**config.mk**
```make
export PLATFORM = sky130hd
export DESIGN_NAME = regfile_scoreboard_arbiter
export DESIGN_NICKNAME = d
export VERILOG_FILES = /design/src/rtl/regfile_scoreboard_arbiter.sv
export SDC_FILE = /design/constraint.sdc
export NUM_CORES = 1
export LEC_CHECK = 0
export ABC_AREA = 1
export ABC_CLOCK_PERIOD_IN_PS = 3700
export CORE_ASPECT_RATIO = 1.75
export CORE_MARGIN = 3
export CORE_UTILIZATION = 49
export DETAILED_ROUTE_END_ITERATION = 16
export PLACE_DENSITY = 0.8
export SYNTH_ARGS = -nofsm -noshare
export SYNTH_HDL_FRONTEND = slang
export SYNTH_SLANG_ARGS = --single-unit
```
**constraint.sdc**
```tcl
create_clock -name clk -period 3.7 [get_ports clk]
set_input_delay 0.37 -clock clk [delete_from_list [all_inputs] [get_ports clk]]
set_output_delay 0.37 -clock clk [all_outputs]
set_load 0.02 [all_outputs]
```
**src/rtl/regfile_scoreboard_arbiter.sv**
```systemverilog
// Register-file scoreboard with a two-requester writeback arbiter.
//
// Tracks outstanding writes per architectural register with a 2-bit pending
// counter. It holds decode on RAW hazards or counter saturation. It also
// arbitrates ALU and load writebacks round-robin onto a single registered
// register-file write port.
//
// Ports:
//   clk, reset                 single clock, synchronous active-high reset
//   dec_valid, dec_rs1, dec_rs2, dec_rs2_valid, dec_rd, dec_rd_valid
//                              decode-stage sources and destination
//   issue_ready, raw_stall      decode may issue / decode held
//   alu_wb_valid/addr/data, alu_wb_ready    ALU writeback requester
//   mem_wb_valid/addr/data, mem_wb_ready    load writeback requester
//   rf_write_enable/addr/data  registered register-file write port
//   flush                      clears all pending counters
//   busy_mask                  bit i set while register i has pending writes
//   wb_underflow_err           sticky: writeback to a register with none pending
module regfile_scoreboard_arbiter #(
  parameter int ADDR_WIDTH = 5,
  parameter int DATA_WIDTH = 64
) (
  input  logic                  clk,
  input  logic                  reset,
  input  logic                  dec_valid,
  input  logic [ADDR_WIDTH-1:0] dec_rs1,
  input  logic [ADDR_WIDTH-1:0] dec_rs2,
  input  logic                  dec_rs2_valid,
  input  logic [ADDR_WIDTH-1:0] dec_rd,
  input  logic                  dec_rd_valid,
  output logic                  issue_ready,
  output logic                  raw_stall,
  input  logic                  alu_wb_valid,
  input  logic [ADDR_WIDTH-1:0] alu_wb_addr,
  input  logic [DATA_WIDTH-1:0] alu_wb_data,
  output logic                  alu_wb_ready,
  input  logic                  mem_wb_valid,
  input  logic [ADDR_WIDTH-1:0] mem_wb_addr,
  input  logic [DATA_WIDTH-1:0] mem_wb_data,
  output logic                  mem_wb_ready,
  output logic                  rf_write_enable,
  output logic [ADDR_WIDTH-1:0] rf_write_addr,
  output logic [DATA_WIDTH-1:0] rf_write_data,
  input  logic                  flush,
  output logic [31:0]           busy_mask,
  output logic                  wb_underflow_err
);

  localparam int unsigned NREG = 1 << ADDR_WIDTH;

  typedef enum logic {
    PRIO_ALU,
    PRIO_MEM
  } prio_e;

  prio_e             prio;
  logic [1:0]        cnt [NREG];
  logic [NREG-1:0]   inc_vec;
  logic [NREG-1:0]   dec_vec;
  logic [1:0]        cnt_rs1;
  logic [1:0]        cnt_rs2;
  logic [1:0]        cnt_rd;
  logic              alu_hs;
  logic              mem_hs;
  logic              underflow;

  // While reset is asserted the hazard check sees the counters as already cleared.
  always_comb begin
    cnt_rs1 = reset ? '0 : cnt[dec_rs1];
    cnt_rs2 = reset ? '0 : cnt[dec_rs2];
    cnt_rd  = reset ? '0 : cnt[dec_rd];
  end

  always_comb begin
    raw_stall = dec_valid &&
                ((cnt_rs1 != '0) ||
                 (dec_rs2_valid && (cnt_rs2 != '0)) ||
                 (dec_rd_valid && (dec_rd != '0) && (cnt_rd == 2'd3)) ||
                 flush);
  end

  assign issue_ready = dec_valid && !raw_stall;

  always_comb begin
    alu_wb_ready = 1'b0;
    mem_wb_ready = 1'b0;
    if (!reset) begin
      if (alu_wb_valid && (!mem_wb_valid || (prio == PRIO_ALU))) begin
        alu_wb_ready = 1'b1;
      end else if (mem_wb_valid) begin
        mem_wb_ready = 1'b1;
      end
    end
  end

  assign alu_hs = alu_wb_valid && alu_wb_ready;
  assign mem_hs = mem_wb_valid && mem_wb_ready;

  always_ff @(posedge clk) begin
    if (reset) begin
      prio            <= PRIO_ALU;
      rf_write_enable <= 1'b0;
      rf_write_addr   <= '0;
      rf_write_data   <= '0;
    end else begin
      rf_write_enable <= 1'b0;
      if (alu_hs) begin
        prio            <= PRIO_MEM;
        rf_write_addr   <= alu_wb_addr;
        rf_write_data   <= alu_wb_data;
        rf_write_enable <= (alu_wb_addr != '0);
      end else if (mem_hs) begin
        prio            <= PRIO_ALU;
        rf_write_addr   <= mem_wb_addr;
        rf_write_data   <= mem_wb_data;
        rf_write_enable <= (mem_wb_addr != '0);
      end
    end
  end

  // Retire on the cycle the write port is driven, so decode cannot observe
  // the cleared counter before the register file holds the data.
  always_comb begin
    inc_vec = '0;
    dec_vec = '0;
    if (issue_ready && dec_rd_valid) begin
      inc_vec[dec_rd] = 1'b1;
    end
    if (rf_write_enable) begin
      dec_vec[rf_write_addr] = 1'b1;
    end
    underflow = rf_write_enable && (cnt[rf_write_addr] == '0) &&
                !inc_vec[rf_write_addr];
  end

  always_ff @(posedge clk) begin
    if (reset || flush) begin
      for (int unsigned i = 0; i < NREG; i++) begin
        cnt[ADDR_WIDTH'(i)] <= '0;
      end
    end else begin
      for (int unsigned i = 0; i < NREG; i++) begin
        if (i == 0) begin
          cnt[ADDR_WIDTH'(i)] <= '0;
        end else if (inc_vec[i] && !dec_vec[i]) begin
          cnt[ADDR_WIDTH'(i)] <= cnt[ADDR_WIDTH'(i)] + 2'd1;
        end else if (dec_vec[i] && !inc_vec[i] && (cnt[ADDR_WIDTH'(i)] != '0)) begin
          cnt[ADDR_WIDTH'(i)] <= cnt[ADDR_WIDTH'(i)] - 2'd1;
        end
      end
    end
  end

  always_ff @(posedge clk) begin
    if (reset) begin
      wb_underflow_err <= 1'b0;
    end else if (!flush && underflow) begin
      wb_underflow_err <= 1'b1;
    end
  end

  always_comb begin
    busy_mask = '0;
    for (int unsigned i = 1; i < 32; i++) begin
      if (i < NREG) begin
        busy_mask[i] = (cnt[ADDR_WIDTH'(i)] != '0);
      end
    end
  end

endmodule

```
## Word-level counts from Yosys, hierarchy flattened

Memories as Yosys holds them, arrays and structs flattened. A register that Yosys moved wholly into a read port is not among the register bits.
Cells that the tools add are included.

- Bits in registers: 72
- Bits in writable memories: 64
- Input port bits: 161
- Logic and storage cells: 662
- Memories: 1

- Add/sub/neg operators: 62
- $lt $le $gt $ge: 4
- Equal/unequal tests: 1
- Mux-type cells: 309
- Bitwise operators: 64
- Reduce and logical (&&, ||, !) cells: 216

Memories:

| memory | depth | width | read ports | clocked after memory_dff | wr ports | line | text |
|---|---|---|---|---|---|---|---|
| cnt | 32 | 2 | 35 | 1 | 32 | 57 | `logic [1:0] cnt [NREG];` |

Operators with widths:

| cell | number |
|---|---|
| $mux 1 | 232 |
| $mux 2 | 66 |
| $mux 64 | 2 |
| $logic_and 1x1->1 | 107 |
| $reduce_bool 2->1 | 34 |
| $logic_not 1->1 | 66 |
| $mux 32 | 2 |
| $or 1x1->1 | 63 |
| $add 2x1->2 const B | 31 |
| $sub 2x1->2 const B | 31 |
| $mux 5 | 4 |
| $reduce_bool 5->1 | 3 |
| $lt 5x6->1 const B | 2 |
| $demux 1 s5 | 2 |
| $ge 5x1->1 const B | 2 |
| $bmux 1 s5 | 1 |
| $logic_or 1x1->1 | 5 |
| $eq 2x2->1 const B | 1 |
| $logic_not 2->1 | 1 |
| $not 1->1 | 1 |

## Logic depth before layout (Yosys ltp)

Gate-level depths: netlist (run 1).
An unclocked memory read counts as a cell.

- Word-level depth: 20
- Depth in mapped cells: 25

## Least setup slack after synthesis (run 1)

OpenSTA, ideal clock, no wires.

- Path type: reg2reg
- From: memory cnt[29][0]
- To: memory cnt[7][0] (enable)
- Arrival time: 2,412 ps
- Slack: 987 ps
- Stages on the path, launching flop included: 18
- Path buffers: 2
- Clock period less this slack: 2,713 ps
- Cell sequence: edfxtp_1 > or2_2 > clkbuf_1 > nor2_1 > nor2_1 > nand2_1 > nand3_1 > nand3_1 > nand2_1 > inv_1 > nand3_1 > nand2_1 > nand3_2 > nor2_4 > buf_2 > nand2_1 > or3_1 > nand3_1

RTL lines:

| item | line |
|---|---|
| start, declared | 57 |

## Worst setup path after layout (run 1)

- From: input port dec_rd[1]
- To: output port raw_stall

- Longest elaborated chain between the ends: 7

RTL lines:

| item | line | text |
|---|---|---|
| start, declared | 29 | `input logic [ADDR_WIDTH-1:0] dec_rd,` |
| $mem_v2 32x2 | - |  |
| $mux 2 | 71 | `cnt_rd = reset ? '0 : cnt[dec_rd];` |
| $eq 2x2->1 | 78 | `(dec_rd_valid && (dec_rd != '0) && (cnt_rd == 2'd3)) \|\|` |
| $logic_and 1x1->1 (*) | 78 |  |
| $logic_or 1x1->1 (*) | 77 | `(dec_rs2_valid && (cnt_rs2 != '0)) \|\|` |
| $logic_or 1x1->1 (*) | 78 |  |
| $logic_and 1x1->1 (*) | 75 | `raw_stall = dec_valid &&` |
| end, declared | 32 | `output logic raw_stall,` |

Every way passes the cells marked *; elsewhere a longest branch is shown, timed or not.

==> run summary, run 1 <==
Status -> complete, no violations
Ports -> 268
Max_slew headroom -> 47.05%
Placed wire-length estimate -> 29290 um
Final min period -> 3.616 ns
Critical path type -> in2out
FF/Latch Area -> 0.003403 sq mm
H-tree levels -> 4
Max-cap viol count -> 0
Gpl congestion -> 1.033
I/O Buffers -> 266
Hold/Removal Path Class -> in2reg
Vias in the first global route -> 10961
Die area -> 0.02069 sq mm
RSZ-0062 raised after global routing -> no
Area grow syn2layout -> 39.08%
FILL cells -> 1620
Starting Density -> 49.93%
Pwr Density -> 385.7 mW/mm^2
Yosys reg bits -> 139
Mapped Area -> 0.009278 sq mm
# diodes -> 0
Setup tns final -> 0 ns
WP data arrival -> 3.25 ns
GRT overflow -> 0
Worst r2r src -> cnt[2][0]
Worst Path Max Fanout -> 14
1st-iter DRT viols -> 1083
Most frequent cells in the layout -> 342 x nand2_1, 286 x nor2_1, 265 x clkdlybuf4s50_1
Peak VDD IR -> 319.3 uV
Drt wl/cell -> 19.74 um
Post-Syn Instances -> 1412
Post-CTS setup buffer count -> 0
Pre-antenna DRT Iters -> 6
Min-Delay Path Depth -> 2
Final clock skew -> 0.01284 ns
Worst skew pair latency -> 0.43 ns
Post-cts sizing count -> 0
Final setup fails -> 0
Sequential area share after synthesis -> 36.68%
Via-to-Cell Ratio -> 5.746
Worst hold slack -> 0.4575 ns
Commonest non-fill, non-tap cell in the layout -> nand2_1
Number of cells on the worst reg-to-reg path -> 17
Pin count of the biggest net entering global routing -> 90
GRT Util Overall -> 37.40%
Die height -> 188.0 um
Crit path from -> dec_rd[1]
Clock root buffer -> clkbuf_16
Fmax -> 0.2766 GHz
Fin. Hold Viols -> 0
Library cells used by synthesis -> 42
Tcrit/Tclk final -> 97.73%
Num rows -> 66
DRT Wirelength -> 37810 um
Worst-path clk slew -> 0.05 ns
CP startpoint kind -> primary input
WP data required -> 3.33 ns
DR vias -> 11010
Hold-fix buffers at CTS -> 0
Syn_area_per_cell -> 6.571 sq um
Nets@finish -> 1827
Num CTS Buffers -> 17
Hold_sp -> reset
Leak -> 0.005353 uW
Initial antenna violation count -> 0
Clock Path Buffers -> 2
Max Slew Vio Count -> 0
Setup crit end kind -> primary output
Synth warn -> 0
Clock Sinks -> 139
Footprint of the multi-input gates -> 0.005069 sq mm
ANT nets after route -> 0
Syn_nets -> 1574
Core area -> 0.01858 sq mm
CTS tree -> yes
Layout cell share with drive strength beyond 1 -> 5.364%
Die X -> 110.0 um
# DRC -> 0
Worst slew pin tran -> 0.7942 ns
First-pass GRT wire length -> 58660 um
## synthesized netlist by cell type
cell type  count  area share (%)
nand2_1      343              14
nor2_1       289              12
inv_1        134             5.4
o21ai_0      109             5.9
nand3_1       86             4.6
dfxtp_1       77              17
a311oi_1      66             6.2
edfxtp_1      62              20
clkbuf_1      56             2.3
a21oi_1       49             2.6
nor3_1        30             1.6
xor2_1        18             1.7
nand4_1       15             1.0
buf_2          8            0.43
mux2_2         7            0.85
a211o_1        6            0.57
o2111ai_1      5            0.47
o211ai_1       5            0.40
a221oi_1       4            0.38
clkinv_1       4            0.16
mux2i_1        4            0.43
buf_1          3            0.12
inv_2          3            0.12
nor4_1         3            0.20
o31ai_1        3            0.24
or3_1          3            0.20
a221o_1        2            0.22
buf_6          2            0.24
o21ai_1        2            0.11
or2_2          2            0.13
a211oi_1       1           0.081
a21boi_0       1           0.081
buf_4          1           0.081
conb_1         1           0.040
ha_1           1            0.13
nand3_2        1            0.11
nor2_2         1           0.067
nor2_4         1            0.12
nor2b_1        1           0.067
o21a_1         1           0.081
o311ai_0       1           0.094
o41ai_1        1           0.094
## per-stage QoR
stage | cells | utilization, % | setup slack [ns] | area (sq um) | total power (uW)
global placement | 1884 | 65.95 | 0.1282 | 12250 | 3103
floorplan | 1412 | - | 0.9870 | 9278 | 2480
detailed placement | 1884 | 65.95 | 0.07013 | 12250 | 3120
CTS | 1916 | 69.40 | 0.1511 | 12890 | 4971
finish | 1916 | 69.45 | 0.08411 | 12900 | 4976
global route | 1916 | 69.45 | 0.004311 | 12900 | 5171
## state kept, by name (all words and copies together) (netlist names), named ones only
| register | flops |
|---|---|
| rf_write_addr | 5 |
| prio | 1 |
| wb_underflow_err | 1 |
| rf_write_enable | 1 |
| rf_write_data | 64 |
| cnt | 62 |
## routing by layer
layer / up-vias / share of wire, % / track usage [%] / wire length (um)
met3: 171 / 9.5 / 11.26 / 3588
met4: 0 / 7.6 / 25.92 / 2890
met2: 617 / 50 / 64.06 / 19010
met5: - / 0 / 0 / 0
li1: 5235 / - / - / -
met1: 4987 / 33 / 37.49 / 12330
## final cells by class
| cell class | count | share of cell area, % |
|---|---|---|
| multi-input combinational | 1062 | 39.28 |
| tap | 238 | 2.308 |
| clock inverter | 9 | 1.008 |
| clock buffer | 23 | 3.956 |
| inverter | 141 | 4.150 |
| timing repair buffer | 304 | 22.92 |
| sequential | 139 | 26.37 |
## final timing paths
check        slack (ns)                end
max reg2reg        0.41         cnt[15][1]
min reg2reg        0.49  rf_write_data[58]
min                0.46   wb_underflow_err
max                0.08          raw_stall
## worst max-delay path: stages
cell,delay [ns]
clkdlybuf4s50_1,0.69
inv_2,0.12
nor2_2,0.09
buf_4,0.25
nand2_1,0.08
nand3_1,0.13
nand2_1,0.06
nand2_1,0.09
nor2_1,0.05
nand2_1,0.06
nand3_1,0.07
nand3_1,0.10
nand2_1,0.09
a21boi_0,0.29
clkdlybuf4s50_1,0.68
## power by group
group	switching, uW	leakage [uW]	total (uW)	internal (uW)
sequential	119	0.00132	1850	1730
combinational	739	0.00371	1270	531
clock	676	0.000319	1860	1180
total	1530	0.00535	4980	3440
## logic make-up (layout without fill, tap and decap cells)
family,count (synthesis),after routing,share of synthesized area (%)
compound gates,256,256,17.57
fa+ha+maj,1,1,0.1348
mux,11,11,1.281
flops,139,139,36.68
xor+xnor,18,18,1.699
other cells,1,1,0.04042
buf+inv,211,477,8.847
simple gates,775,775,33.74
(Power assumes the default switching activity.)
==> run 2, diff against run 1 <==
- CORE_ASPECT_RATIO: 1.75 -> 1.5
==> run 2 against run 1 <==
  * Fmax rose by 0.22%
  * Cell count rose by 0.68%
  * Critical endpoint unchanged
  * Wire length rose by 1.7%
==> run summary, run 2 (same netlist as run 1, synthesis figures left out) <==
Status -> complete, no violations (unchanged)
Clock Sinks -> 139 (unchanged)
Worst R2R End -> cnt[14][1] (was cnt[15][1])
# diodes -> 0 (unchanged)
Num CTS Buffers -> 17 (unchanged)
Hold_sp -> reset (unchanged)
Tcrit/Tclk final -> 97.51% (was 97.73%)
Min-Delay Path Depth -> 4 (was 2)
Layout cell share with drive strength beyond 1 -> 5.367% (was 5.364%)
CP max stage cell -> clkdlybuf4s50_1 (unchanged)
Critical path type -> in2out (unchanged)
Critical-path cell list -> clkdlybuf4s50_1, inv_1, nand2_1, inv_1, nand2_1, nand2_1, o21ai_0, nand3_1, nand3_1, nand3_1, nand3_1, nand2_1, a21boi_0, clkdlybuf4s50_1 (was clkdlybuf4s50_1, inv_2, nor2_2, buf_4, nand2_1, nand3_1, nand2_1, nand2_1, nor2_1, nand2_1, nand3_1, nand3_1, nand2_1, a21boi_0, clkdlybuf4s50_1)
Number of cells on the worst reg-to-reg path -> 19 (was 17)
Initial antenna violation count -> 0 (unchanged)
Hold/Removal Path Class -> in2reg (unchanged)
DR vias -> 11126 (was 11010)
Pin count of the biggest net entering global routing -> 73 (was 90)
GRT overflow -> 0 (unchanged)
I/O Buffers -> 266 (unchanged)
RSZ-0062 raised after global routing -> no (unchanged)
Via-to-Cell Ratio -> 5.768 (was 5.746)
Starting Density -> 50.02% (was 49.93%)
Setup crit end kind -> primary output (unchanged)
H-tree levels -> 4 (unchanged)
Die area -> 0.02066 sq mm (was 0.02069 sq mm)
WL met2 -> 18820 um (was 19010 um)
Pre-antenna DRT Iters -> 6 (unchanged)
Num rows -> 61 (was 66)
Clock root buffer -> clkbuf_16 (unchanged)
Met3 wire length -> 3672 um (was 3588 um)
Fin cells -> 1929 (was 1916)
First-pass GRT wire length -> 58070 um (was 58660 um)
Slowest cell delay on critical path -> 0.67 ns (was 0.69 ns)
# DRC -> 0 (unchanged)
CTS tree -> yes (unchanged)
Max Slew Vio Count -> 0 (unchanged)
Max-cap viol count -> 0 (unchanged)
WP data arrival -> 3.24 ns (was 3.25 ns)
Vias in the first global route -> 10781 (was 10961)
1st-iter DRT viols -> 989 (was 1083)
ANT nets after route -> 0 (unchanged)
Worst hold slack -> 0.3444 ns (was 0.4575 ns)
Fmax -> 0.2772 GHz (was 0.2766 GHz)
GRT Util Overall -> 36.21% (was 37.40%)
Final setup fails -> 0 (unchanged)
Max reg flops -> 64 (unchanged)
Worst Path Max Fanout -> 4 (was 14)
Layout Utilization -> 69.81% (was 69.45%)
Nets@finish -> 1826 (was 1827)
Die height -> 174.5 um (was 188.0 um)
Peak VDD IR -> 263.9 uV (was 319.3 uV)
Critical path buffers and inverters -> 4 (unchanged)
Ports -> 268 (unchanged)
Worst-path clk slew -> 0.06 ns (was 0.05 ns)
Final clock skew -> 0.01568 ns (was 0.01284 ns)
Worst slew pin tran -> 0.7109 ns (was 0.7942 ns)
Worst skew pair latency -> 0.43 ns (about the same)
DRT met1 WL -> 13020 um (was 12330 um)
Max_slew headroom -> 52.61% (was 47.05%)
Placed Cells -> 1897 (was 1884)
Gpl congestion -> 1.076 (was 1.033)
DR top layer -> met4 (unchanged)
Most frequent cells in the layout -> 343 x nand2_1, 286 x nor2_1, 264 x clkdlybuf4s50_1 (was 342 x nand2_1, 286 x nor2_1, 265 x clkdlybuf4s50_1)
Commonest non-fill, non-tap cell in the layout -> nand2_1 (unchanged)
Leak -> 0.005372 uW (was 0.005353 uW)
Final min period -> 3.608 ns (was 3.616 ns)
Area grow syn2layout -> 39.55% (was 39.08%)
Crit path from -> dec_rs2[0] (was dec_rd[1])
Worst r2r src -> cnt[23][0] (was cnt[2][0])
Largest register by flop count -> rf_write_data (unchanged)
Top Registers -> rf_write_data x64, cnt x62, rf_write_addr x5 (unchanged)
Fin. Hold Viols -> 0 (unchanged)
Placed wire-length estimate -> 30110 um (was 29290 um)
CP startpoint kind -> primary input (unchanged)
WP data required -> 3.33 ns (about the same)
DRT Wirelength -> 38450 um (was 37810 um)
Worst R2R Setup Slack -> 0.27 ns (was 0.41 ns)
Die X -> 118.4 um (was 110.0 um)
Drt wl/cell -> 19.93 um (was 19.74 um)
Core area -> 0.01855 sq mm (was 0.01858 sq mm)
Pwr Density -> 385.4 mW/mm^2 (was 385.7 mW/mm^2)
Hold EP -> rf_write_addr[4] (was wb_underflow_err)
Kind of cell adding the most delay to the critical path -> buffers and inverters (unchanged)
Clock Path Buffers -> 2 (unchanged)
run 2: cell count changes in the layout (fill, tap and decap cells not counted), moves of 2 or more:
cell / before / now
inv_6: 1 / 3
clkinv_4: 1 / 3
inv_2: 3 / 5
buf_4: 38 / 34
buf_12: 1 / 4
run 2: cell type report:
type                    count  area, sq um
clock buffers              21        481.7
clock inverters            11        153.9
fillers                  1592         5599
inverters                 141        531.8
multi-input cells        1062         5071
flip-flops and latches    139         3403
well taps                 252        315.3
repair buffers            303         2990
run 2: per-stage QoR:
step,instance area (sq um),setup TNS [ns],setup WS (ns),power [uW]
after CTS,12940,0,0.1300,4971
after floorplan,9278,0,0.9870,2480
after global placement,12300,-0.02474,-0.01736,3115
after detailed placement,12300,-0.4270,-0.09184,3132
after global routing,12950,0,0.004410,5147
final,12950,0,0.09199,4990
run 2: repair_timing:
action                     4_1_cts  5_1_grt
resized for setup                1        3
buffers inserted                 0        0
setup endpoints to repair        1        1
hold buffers                     0        0
run 2: worst max path at each step:
stage | to | slack (ns) | cells after the start
2_1_floorplan | cnt[7][0] | 0.99 | 17
4_1_cts | raw_stall | 0.13 | 15
3_5_place_dp | cnt[18][1] | -0.09 | 22
5_1_grt | raw_stall | 0.004 | 15
3_3_place_gp | raw_stall | -0.02 | 15
6_report | raw_stall | 0.09 | 14
run 2: worst min-delay path, cell delays in order:
cell and delay (ns):
buf_4 0.11, inv_1 0.09, o21ai_0 0.09, a21oi_1 0.05
run 2: power breakdown:
group | leakage [uW] | switching, uW | internal [uW] | total, uW
Clock | 0.000314 | 714 | 1150 | 1860
Sequential | 0.00132 | 115 | 1730 | 1850
Combinational | 0.00373 | 750 | 532 | 1280
Total | 0.00537 | 1580 | 3410 | 4990
run 2: metal layers:
metal	track usage [%]	up-vias
met4	25.09	0
met3	8.691	182
li1	-	5238
met2	63.78	691
met5	0	-
met1	37.62	5015
